$ cat config.mk
export PLATFORM = sky130hd
export DESIGN_NAME = dec_sweep_ctrl
export DESIGN_NICKNAME = d
export VERILOG_FILES = /design/src/rtl/dec_sweep_pkg.sv /design/src/rtl/dec_sweep_popcnt.sv /design/src/rtl/dec_sweep_ctrl.sv
export SDC_FILE = /design/constraint.sdc
export NUM_CORES = 1
export LEC_CHECK = 0
export ABC_AREA = 0
export CELL_PAD_IN_SITES_DETAIL_PLACEMENT = 1
export CELL_PAD_IN_SITES_GLOBAL_PLACEMENT = 1
export CORE_ASPECT_RATIO = 0.7
export CORE_UTILIZATION = 39
export DETAILED_ROUTE_END_ITERATION = 6
export MAX_ROUTING_LAYER = met4
export PLACE_DENSITY = 0.85
export SYNTH_ARGS = -nofsm -noshare
export SYNTH_HDL_FRONTEND = slang
export SYNTH_SLANG_ARGS = --single-unit
$ cat constraint.sdc
create_clock -name i_clk -period 4 [get_ports i_clk]
set_clock_uncertainty 0.05 [all_clocks]
set_input_delay 0.8 -clock i_clk [delete_from_list [all_inputs] [get_ports i_clk]]
set_output_delay 0.8 -clock i_clk [all_outputs]
set_load 0.02 [all_outputs]
$ cat src/rtl/dec_sweep_pkg.sv
// Shared types and constants for the decoder sweep controller.
package dec_sweep_pkg;
   localparam int   IN_W        = 8;
   localparam int   OUT_W       = 256;
   localparam logic MODE_SWEEP  = 1'b0;
   localparam logic MODE_STREAM = 1'b1;

   typedef enum logic [2:0] {IDLE, FETCH, WAIT, CHECK, DONE} state_t;
endpackage

$ cat src/rtl/dec_sweep_popcnt.sv
// Adder-tree popcount of the decoder error vector (used with DEC_SWEEP_HAMMING_EN).
module dec_sweep_popcnt
   import dec_sweep_pkg::*;
(
   input  logic [OUT_W-1:0]       i_vec,
   output logic [$clog2(OUT_W):0] o_cnt
);
   localparam int CW = $clog2(OUT_W) + 1;

   // Heap layout: node n sums children 2n and 2n+1; leaves sit at OUT_W..2*OUT_W-1.
   logic [CW-1:0] w_sum [1:2*OUT_W-1];

   genvar g;
   generate
      for (g = 0; g < OUT_W; g++) begin : g_leaf
         assign w_sum[OUT_W+g] = CW'(i_vec[g]);
      end
      for (g = 1; g < OUT_W; g++) begin : g_node
         assign w_sum[g] = w_sum[2*g] + w_sum[2*g+1];
      end
   endgenerate

   assign o_cnt = w_sum[1];
endmodule

$ cat src/rtl/dec_sweep_ctrl.sv
// Drives the 8->256 one-hot decoder from a sweep or stream and counts wrong outputs.
// Optional DEC_SWEEP_HAMMING_EN adds o_ham_max (worst per-vector Hamming distance).
module dec_sweep_ctrl
   import dec_sweep_pkg::*;
#(
   parameter int SETTLE = 1,
   parameter int CNT_W  = 20
) (
   input  logic             i_clk,
   input  logic             i_rst,
   input  logic             i_start,
   input  logic             i_mode,
   input  logic [CNT_W-1:0] i_num_vec,
   input  logic             i_s_valid,
   input  logic [IN_W-1:0]  i_s_data,
   output logic             o_s_ready,
   output logic [IN_W-1:0]  o_dec_in,
   input  logic [127:0]     i_dec_out0,
   input  logic [127:0]     i_dec_out1,
   output logic             o_busy,
   output logic             o_done,
   output logic [CNT_W-1:0] o_vec_cnt,
   output logic [CNT_W-1:0] o_err_cnt
`ifdef DEC_SWEEP_HAMMING_EN
   ,
   output logic [8:0]       o_ham_max
`endif
);
   localparam int SW = $clog2(SETTLE + 1);

   state_t             r_state, w_nxt;
   logic               r_mode;
   logic [CNT_W:0]     r_target;
   logic [IN_W-1:0]    r_idx;
   logic [IN_W-1:0]    r_dec_in;
   logic [SW-1:0]      r_settle;
   logic [OUT_W-1:0]   r_cap;
   logic [CNT_W-1:0]   r_vec_cnt;
   logic [CNT_W-1:0]   r_err_cnt;
   logic [OUT_W-1:0]   w_exp;
   logic [CNT_W:0]     w_vec_nxt;
   logic               w_take;
   logic               w_settled;
   logic               w_mis;

   assign w_exp     = OUT_W'(1) << r_dec_in;
   assign w_mis     = (r_cap != w_exp);
   assign w_vec_nxt = {1'b0, r_vec_cnt} + 1'b1;
   assign w_take    = (r_mode == MODE_SWEEP) || i_s_valid;
   assign w_settled = (r_settle == SW'(1));

   always_ff @(posedge i_clk) begin
      if (i_rst) r_state <= IDLE;
      else       r_state <= w_nxt;
   end

   always_comb begin
      w_nxt = r_state;
      case (r_state)
         IDLE:  if (i_start)
                   w_nxt = (i_mode == MODE_STREAM && i_num_vec == '0) ? DONE : FETCH;
         FETCH: if (w_take) w_nxt = WAIT;
         WAIT:  if (w_settled) w_nxt = CHECK;
         CHECK: w_nxt = (w_vec_nxt == r_target) ? DONE : FETCH;
         DONE:  w_nxt = IDLE;
         default: w_nxt = IDLE;
      endcase
   end

   always_ff @(posedge i_clk) begin
      if (i_rst) begin
         r_mode    <= MODE_SWEEP;
         r_target  <= '0;
         r_idx     <= '0;
         r_dec_in  <= '0;
         r_settle  <= '0;
         r_cap     <= '0;
         r_vec_cnt <= '0;
         r_err_cnt <= '0;
      end else begin
         case (r_state)
            IDLE: if (i_start) begin
               r_vec_cnt <= '0;
               r_err_cnt <= '0;
               r_mode    <= i_mode;
               r_target  <= (i_mode == MODE_SWEEP) ? (CNT_W+1)'(OUT_W) : {1'b0, i_num_vec};
               r_idx     <= '0;
            end
            FETCH: if (w_take) begin
               r_dec_in <= (r_mode == MODE_SWEEP) ? r_idx : i_s_data;
               r_settle <= SW'(SETTLE);
            end
            WAIT: begin
               if (w_settled) r_cap <= {i_dec_out1, i_dec_out0};
               else           r_settle <= r_settle - 1'b1;
            end
            CHECK: begin
               r_vec_cnt <= w_vec_nxt[CNT_W-1:0];
               if (w_mis) r_err_cnt <= r_err_cnt + 1'b1;
               // Wraps 255->0 only after the final sweep check, so harmless.
               r_idx <= r_idx + 1'b1;
            end
            default: ;
         endcase
      end
   end

`ifdef DEC_SWEEP_HAMMING_EN
   logic [8:0] w_pop;
   logic [8:0] r_ham_max;

   dec_sweep_popcnt u_popcnt (
      .i_vec (r_cap ^ w_exp),
      .o_cnt (w_pop)
   );

   always_ff @(posedge i_clk) begin
      if (i_rst)                             r_ham_max <= '0;
      else if (r_state == IDLE && i_start)   r_ham_max <= '0;
      else if (r_state == CHECK && w_pop > r_ham_max) r_ham_max <= w_pop;
   end

   assign o_ham_max = r_ham_max;
`endif

   assign o_s_ready = (r_state == FETCH) && (r_mode == MODE_STREAM);
   assign o_busy    = (r_state != IDLE);
   assign o_done    = (r_state == DONE);
   assign o_dec_in  = r_dec_in;
   assign o_vec_cnt = r_vec_cnt;
   assign o_err_cnt = r_err_cnt;
endmodule

# Word level (Yosys, flattened, before mapping)
# Index checks and enable logic that the tools add are counted.
totals:
  in_bits: 289
  wordCells: 57
  register_bits: 338
op_classes:
  eq_ne: 10
  addsub: 4
  bitwise_logic: 1
  n_reduce_logical: 15
  shift: 1
  muxes: 17
ops:
  columns: ["operator", "n"]
  rows:
  - ["inequality test 256 bit", 1]
  - ["left shift 1 x 8 -> 256 bit, first input constant", 1]
  - ["one-hot mux 20 bit (2 select lines)", 2]
  - ["two-way mux 20 bit", 3]
  - ["adder 20 x 1 -> 21 bit, second input constant", 1]
  - ["equality test 21 bit", 1]
  - ["adder 20 x 1 -> 20 bit, second input constant", 1]
  - ["logical NOT 20 bit", 1]
  - ["two-way mux 8 bit", 2]
  - ["one-hot mux 8 bit (2 select lines)", 1]
  - ["two-way mux 3 bit", 5]
  - ["one-hot mux 3 bit (4 select lines)", 1]
  - ["AND reduction 2 bit", 5]
  - ["adder 8 x 1 -> 8 bit, second input constant", 1]
  - ["inequality test 2 bit, second input constant", 4]
  - ["equality test 3 x 2 -> 1 bit, second input constant", 2]
  - ["AND reduction 3 bit", 2]
  - ["nonzero test 2 bit", 2]
  - ["equality test 3 x 1 -> 1 bit, second input constant", 1]
  - ["equality test 3 bit, second input constant", 1]
  - ["logical NOT 3 bit", 1]
  - ["nonzero test 3 bit", 1]
  - ["logical AND 1 bit", 2]
  - ["two-way mux 1 bit", 2]
  - ["other kinds (4)", 4]

# Depth between registers and ports, before layout
depth:
  ltp_word: 5
  depth_mapped: 17
  ltp_nobuf: 10

# Worst setup path before layout
# OpenSTA, ideal clock, no wires.
synth_path:
  kind: "register to register"
  start: "register r_dec_in[5] (netlist: o_dec_in[5])"
  end: "register r_err_cnt[12] (netlist: o_err_cnt[12])"
  t_required_ns: 3.876
  arrival_ns: 3.283
  path_buffers: 5
  path_stages_with_launch: 15
  path_slack_ns: 0.593
  period_less_slack_ns: 3.407
  path_cell_list: "dfxtp_1 buf_2 buf_6 or4b_1 buf_2 nor3_1 xnor2_1 o2111ai_1 or4_1 nor4_1 and4_4 buf_8 buf_12 o211ai_1 a31oi_1"
synth_between:
  elab_chain_cells: 4
synth_rtl:
  columns: ["element", "line", "source"]
  rows:
  - ["start, declared", "dec_sweep_ctrl.sv:35", "logic [IN_W-1:0] r_dec_in;"]
  - ["start signal, assigned", "dec_sweep_ctrl.sv:90", "r_dec_in <= (r_mode == MODE_SWEEP) ? r_idx : i_s_data;"]
  - ["left shift 1 x 8 -> 256 bit", "dec_sweep_ctrl.sv:46", "assign w_exp = OUT_W'(1) << r_dec_in;"]
  - ["inequality test 256 bit", "dec_sweep_ctrl.sv:47", "assign w_mis = (r_cap != w_exp);"]
  - ["inequality test 2 bit (no source line)", null, null]
  - ["AND reduction 3 bit (no source line)", null, null]
  - ["end signal, assigned", "dec_sweep_ctrl.sv:99", "if (w_mis) r_err_cnt <= r_err_cnt + 1'b1;"]
  - ["end, declared", "dec_sweep_ctrl.sv:39", "logic [CNT_W-1:0] r_err_cnt;"]
# Every way passes these cells.
# A chain may end at the register's enable or synchronous reset.

# Worst setup path after layout
# Same ends and word-level chain as after synthesis.

==> impl_results.md <==
- Slew HR: ~41%
- H-tree depth: 2
- Core footprint: 49900 um2
- Fin. Hold Viols: 0
- Final WS setup: ~0.0075 ns
- Compound-gate portion of the synthesized area: between 20% and 30%
- GR peak layer: met2
- Dpl hpwl: 83.0 mm
- Synthesized area: roughly 20000 um2
- Reg2reg path depth: 15
- Area grow syn2layout: 33.9%
- Antenna violations before repair: 5
- CP Max Fanout: 15
- Post-synthesis xor/xnor area fraction: 3.16%
- MaxCap Viol Count: 0
- Ys flop type: dfxtp_1
- Period utilization: roughly 100%
- ANT nets after route: 0
- Largest net degree at the start of global routing: between 100 and 150
- M3 GR Usage: under 10%
- First-pass GRT wire length: about 150 mm
- Slew at the pin closest to its max-slew limit: ~0.87 ns
- Total track usage: about 40%
- Wirelength, routed: between 100 and 150 mm
- Grt ovf: 0
- Mapped Nets: 3010
- Min-Delay Startpoint: r_target[17]$_SDFFE_PP0P_
- Post-CTS Hold Buffers: 0
- Largest family of logic cells by synthesized area: simple AND/OR/NAND/NOR gates
- Status: complete, but fails checks
- Mapped Cells: ~2700
- Vias post-DR: approximately 24000
- Clk buf depth: 3
- Final setup violation count: 0
- R2R Path Start: o_dec_in[5]$_SDFFE_PP0P_
- Seq cells post-synth: between 300 and 400
- Worst hold path depth: 2
- TritonCTS clock tree: built
- M1 GR Usage: a little under three fifths
- Final instance area: 26700 um2
- Async SR Flop Fraction: 0%
- Critical R2R Capture: o_err_cnt[12]$_SDFFE_PP0P_
- Worst IR drop on VDD: ~0.00035 V
- Sink Count: ~340
- DR WL/cell: 28.3 um
- Synth warn: 0
- Layout cells sized above 1: 12.5%
- Failing checks: DRC
- EDFF count, synth: 0
- Post-Synth Simple-Gate Area: 35.5%
- Max Fclk: around 250 MHz
- Arrival time at the worst endpoint: around 4.4 ns
- Mux share of post-synthesis cell area: 0.603%
- Synth cell types: 91
- Worst reg-to-reg setup slack: roughly 0.0075 ns
- Critical path class: reg2reg
- Synthesized area per cell: 7.33 um2
- M2 GR Usage: 60.1%
- Remaining DRCs: 16
- Nets: 3395
- Initial core utilization: 40.0%
- Starting DRC count in detailed routing: 2470
- Leak: 8.83 nW
- HP Class: reg2reg
- CP Capture Type: flip-flop
- Via count of the first global-routing pass: between 20000 and 25000
- Io pins: 340
- Post-Place Setup Slack: -0.175 ns
- CTS clk-pin slew, worst paths: around 0.070 ns
- FP Rows: slightly below 70
- Post-synthesis adder-cell area fraction: less than 1%
- Worst Hold End: r_target[17]$_SDFFE_PP0P_
- Pwr/cell area: approximately 430 nW/um2
- Die X: approximately 270 um
- Clk_lat worst skew: about 0.54 ns
- PortBufs: between 300 and 400
- Num CTS Buffers: 35
- Seq/Total Area, Yosys: between 30 and 40%
- Fin crit period: 3.99 ns
- Crit path launch type: flip-flop
- Via/cell ratio: about 6.3
- Die area: around 52000 um2
- CP Data Required Time: between 4 and 5 ns
- Die height: 191 um
- Post-DP Area: ~25000 um2
- Pre-antenna DRT Iters: 7
- Final Wtd Congestion: approximately 1.1
- Slew Limit Fails: 0
- Root buffer cell: clkbuf_16
repair_timing:
item / in CTS / in global routing
endpoints found under the setup margin: 20 / 20
pin swaps: 1 / 12
cloned: 0 / 1
buffers inserted: 3 / 6
resized for setup: 6 / 37
through the flow:
step | instances | setup TNS [ns] | utilization (%) | hold slack [ns] | power (mW)
3_5_place_dp | 3721 | -2.52 | 50.6 | 0.412 | 7.74
2_1_floorplan | 2718 | 0 | - | 0.390 | 5.75
3_3_place_gp | 3721 | -2.06 | 50.6 | 0.401 | 7.64
6_report | 3797 | 0 | 53.5 | 0.421 | 11.4
5_1_grt | 3797 | -0.0374 | 53.5 | 0.435 | 11.8
4_1_cts | 3786 | 0 | 53.0 | 0.421 | 11.2
worst max path at each step:
stage,from,end,slack (ns)
3_5_place_dp,o_dec_in[4]$_SDFFE_PP0P_,o_err_cnt[14]$_SDFFE_PP0P_,-0.18
4_1_cts,o_dec_in[5]$_SDFFE_PP0P_,o_err_cnt[12]$_SDFFE_PP0P_,0.002
6_report,o_dec_in[5]$_SDFFE_PP0P_,o_err_cnt[12]$_SDFFE_PP0P_,0.008
2_1_floorplan,o_dec_in[5]$_SDFFE_PP0P_,o_err_cnt[12]$_SDFFE_PP0P_,0.59
3_3_place_gp,o_dec_in[4]$_SDFFE_PP0P_,o_err_cnt[15]$_SDFFE_PP0P_,-0.13
5_1_grt,o_dec_in[5]$_SDFFE_PP0P_,o_err_cnt[12]$_SDFFE_PP0P_,-0.03
layout by cell type (no fill, tap or decap), types with 14 or more instances in the layout:
| cell type | Yosys | layout |
|---|---|---|
| nand2_1 | 604 | 603 |
| a21oi_1 | 344 | 344 |
| clkdlybuf4s50_1 | 0 | 338 |
| dfxtp_1 | 337 | 329 |
| buf_4 | 8 | 226 |
| nor2_1 | 118 | 117 |
| o21ai_0 | 108 | 106 |
| nand4_1 | 82 | 82 |
| nand3_1 | 65 | 65 |
| or3_1 | 56 | 56 |
| xnor2_1 | 48 | 48 |
| or4_1 | 47 | 46 |
| nor3_1 | 50 | 45 |
| nor4_1 | 49 | 45 |
| clkbuf_16 | 0 | 38 |
| nand2b_1 | 36 | 36 |
| nand4b_1 | 36 | 36 |
| o31ai_1 | 35 | 33 |
| inv_1 | 24 | 24 |
| xor2_1 | 24 | 23 |
| buf_12 | 1 | 23 |
| nor4b_1 | 22 | 22 |
| nand3b_1 | 21 | 21 |
| o211ai_1 | 20 | 20 |
| nand4bb_1 | 21 | 19 |
| nor3b_1 | 19 | 18 |
| a211o_1 | 18 | 18 |
| o22ai_1 | 17 | 17 |
| a31oi_1 | 17 | 17 |
| nor2b_1 | 16 | 16 |
| a211oi_1 | 14 | 14 |
synthesized netlist by cell type (all sizes together), types with 48 or more instances:
master / instances / area, um2
o21ai: 110 / 551
buf: 78 / 480
or3: 56 / 350
or4: 48 / 364
clkbuf: 168 / 631
nand2: 604 / 2270
a21oi: 344 / 1720
nand3: 65 / 325
nor4: 50 / 328
nor3: 50 / 250
xnor2: 48 / 420
nand4: 82 / 513
nor2: 118 / 443
dfxtp: 337 / 6750
layout make-up:
type                       count  area (um2)
multi-input combinational   2111       12200
sequential                   337        6760
clock buffer                  45         986
clock inverter                17         196
inverter                      24        90.1
timing repair buffer         594        5640
antenna                        4        10.0
fill                        6119       23200
tap                          665         832
where the power goes:
part	total [mW]	internal (mW)	switching (mW)
combinational	3.98	1.57	2.41
sequential	3.98	3.59	0.387
clock	3.48	2.01	1.47
total	11.4	7.16	4.26
cells by family (layout without fill, tap and decap cells):
group	after synthesis	after routing
flops	337	337
compound gates	685	685
buf+inv	270	680
mux	12	12
other cells	0	4
fa+ha+maj	3	3
simple gates	1339	1339
xor+xnor	72	72
worst max-delay path: stages (launching register included):
cell and delay [ns]:
dfxtp_2 0.35, buf_4 0.18, buf_4 0.17, or4b_4 0.52
buf_8 0.17, nor3b_1 0.18, o21ai_0 0.11, a222oi_1 0.54
nand4_1 0.23, buf_4 0.20, nor4_2 0.25, buf_4 0.16
and4_4 0.27, buf_12 0.16, o211ai_1 0.09, a31oi_1 0.25
metal layers:
| metal | wire length, um | up-vias | part of all wire (%) |
|---|---|---|---|
| li1 | - | 10600 | - |
| met1 | 48500 | 11900 | 45 |
| met2 | 45400 | 1155 | 42 |
| met3 | 10600 | 184 | 9.9 |
| met4 | 2870 | 0 | 2.7 |
| met5 | 0 | - | 0 |
sequential cells by signal (all words and copies together) (netlist names):
register and cells:
r_cap 256, o_dec_in 8, o_vec_cnt 20, r_state 3, r_idx 8, o_err_cnt 20
r_settle 1, r_mode 1, r_target 20
Power figures use the tool's default switching activity.
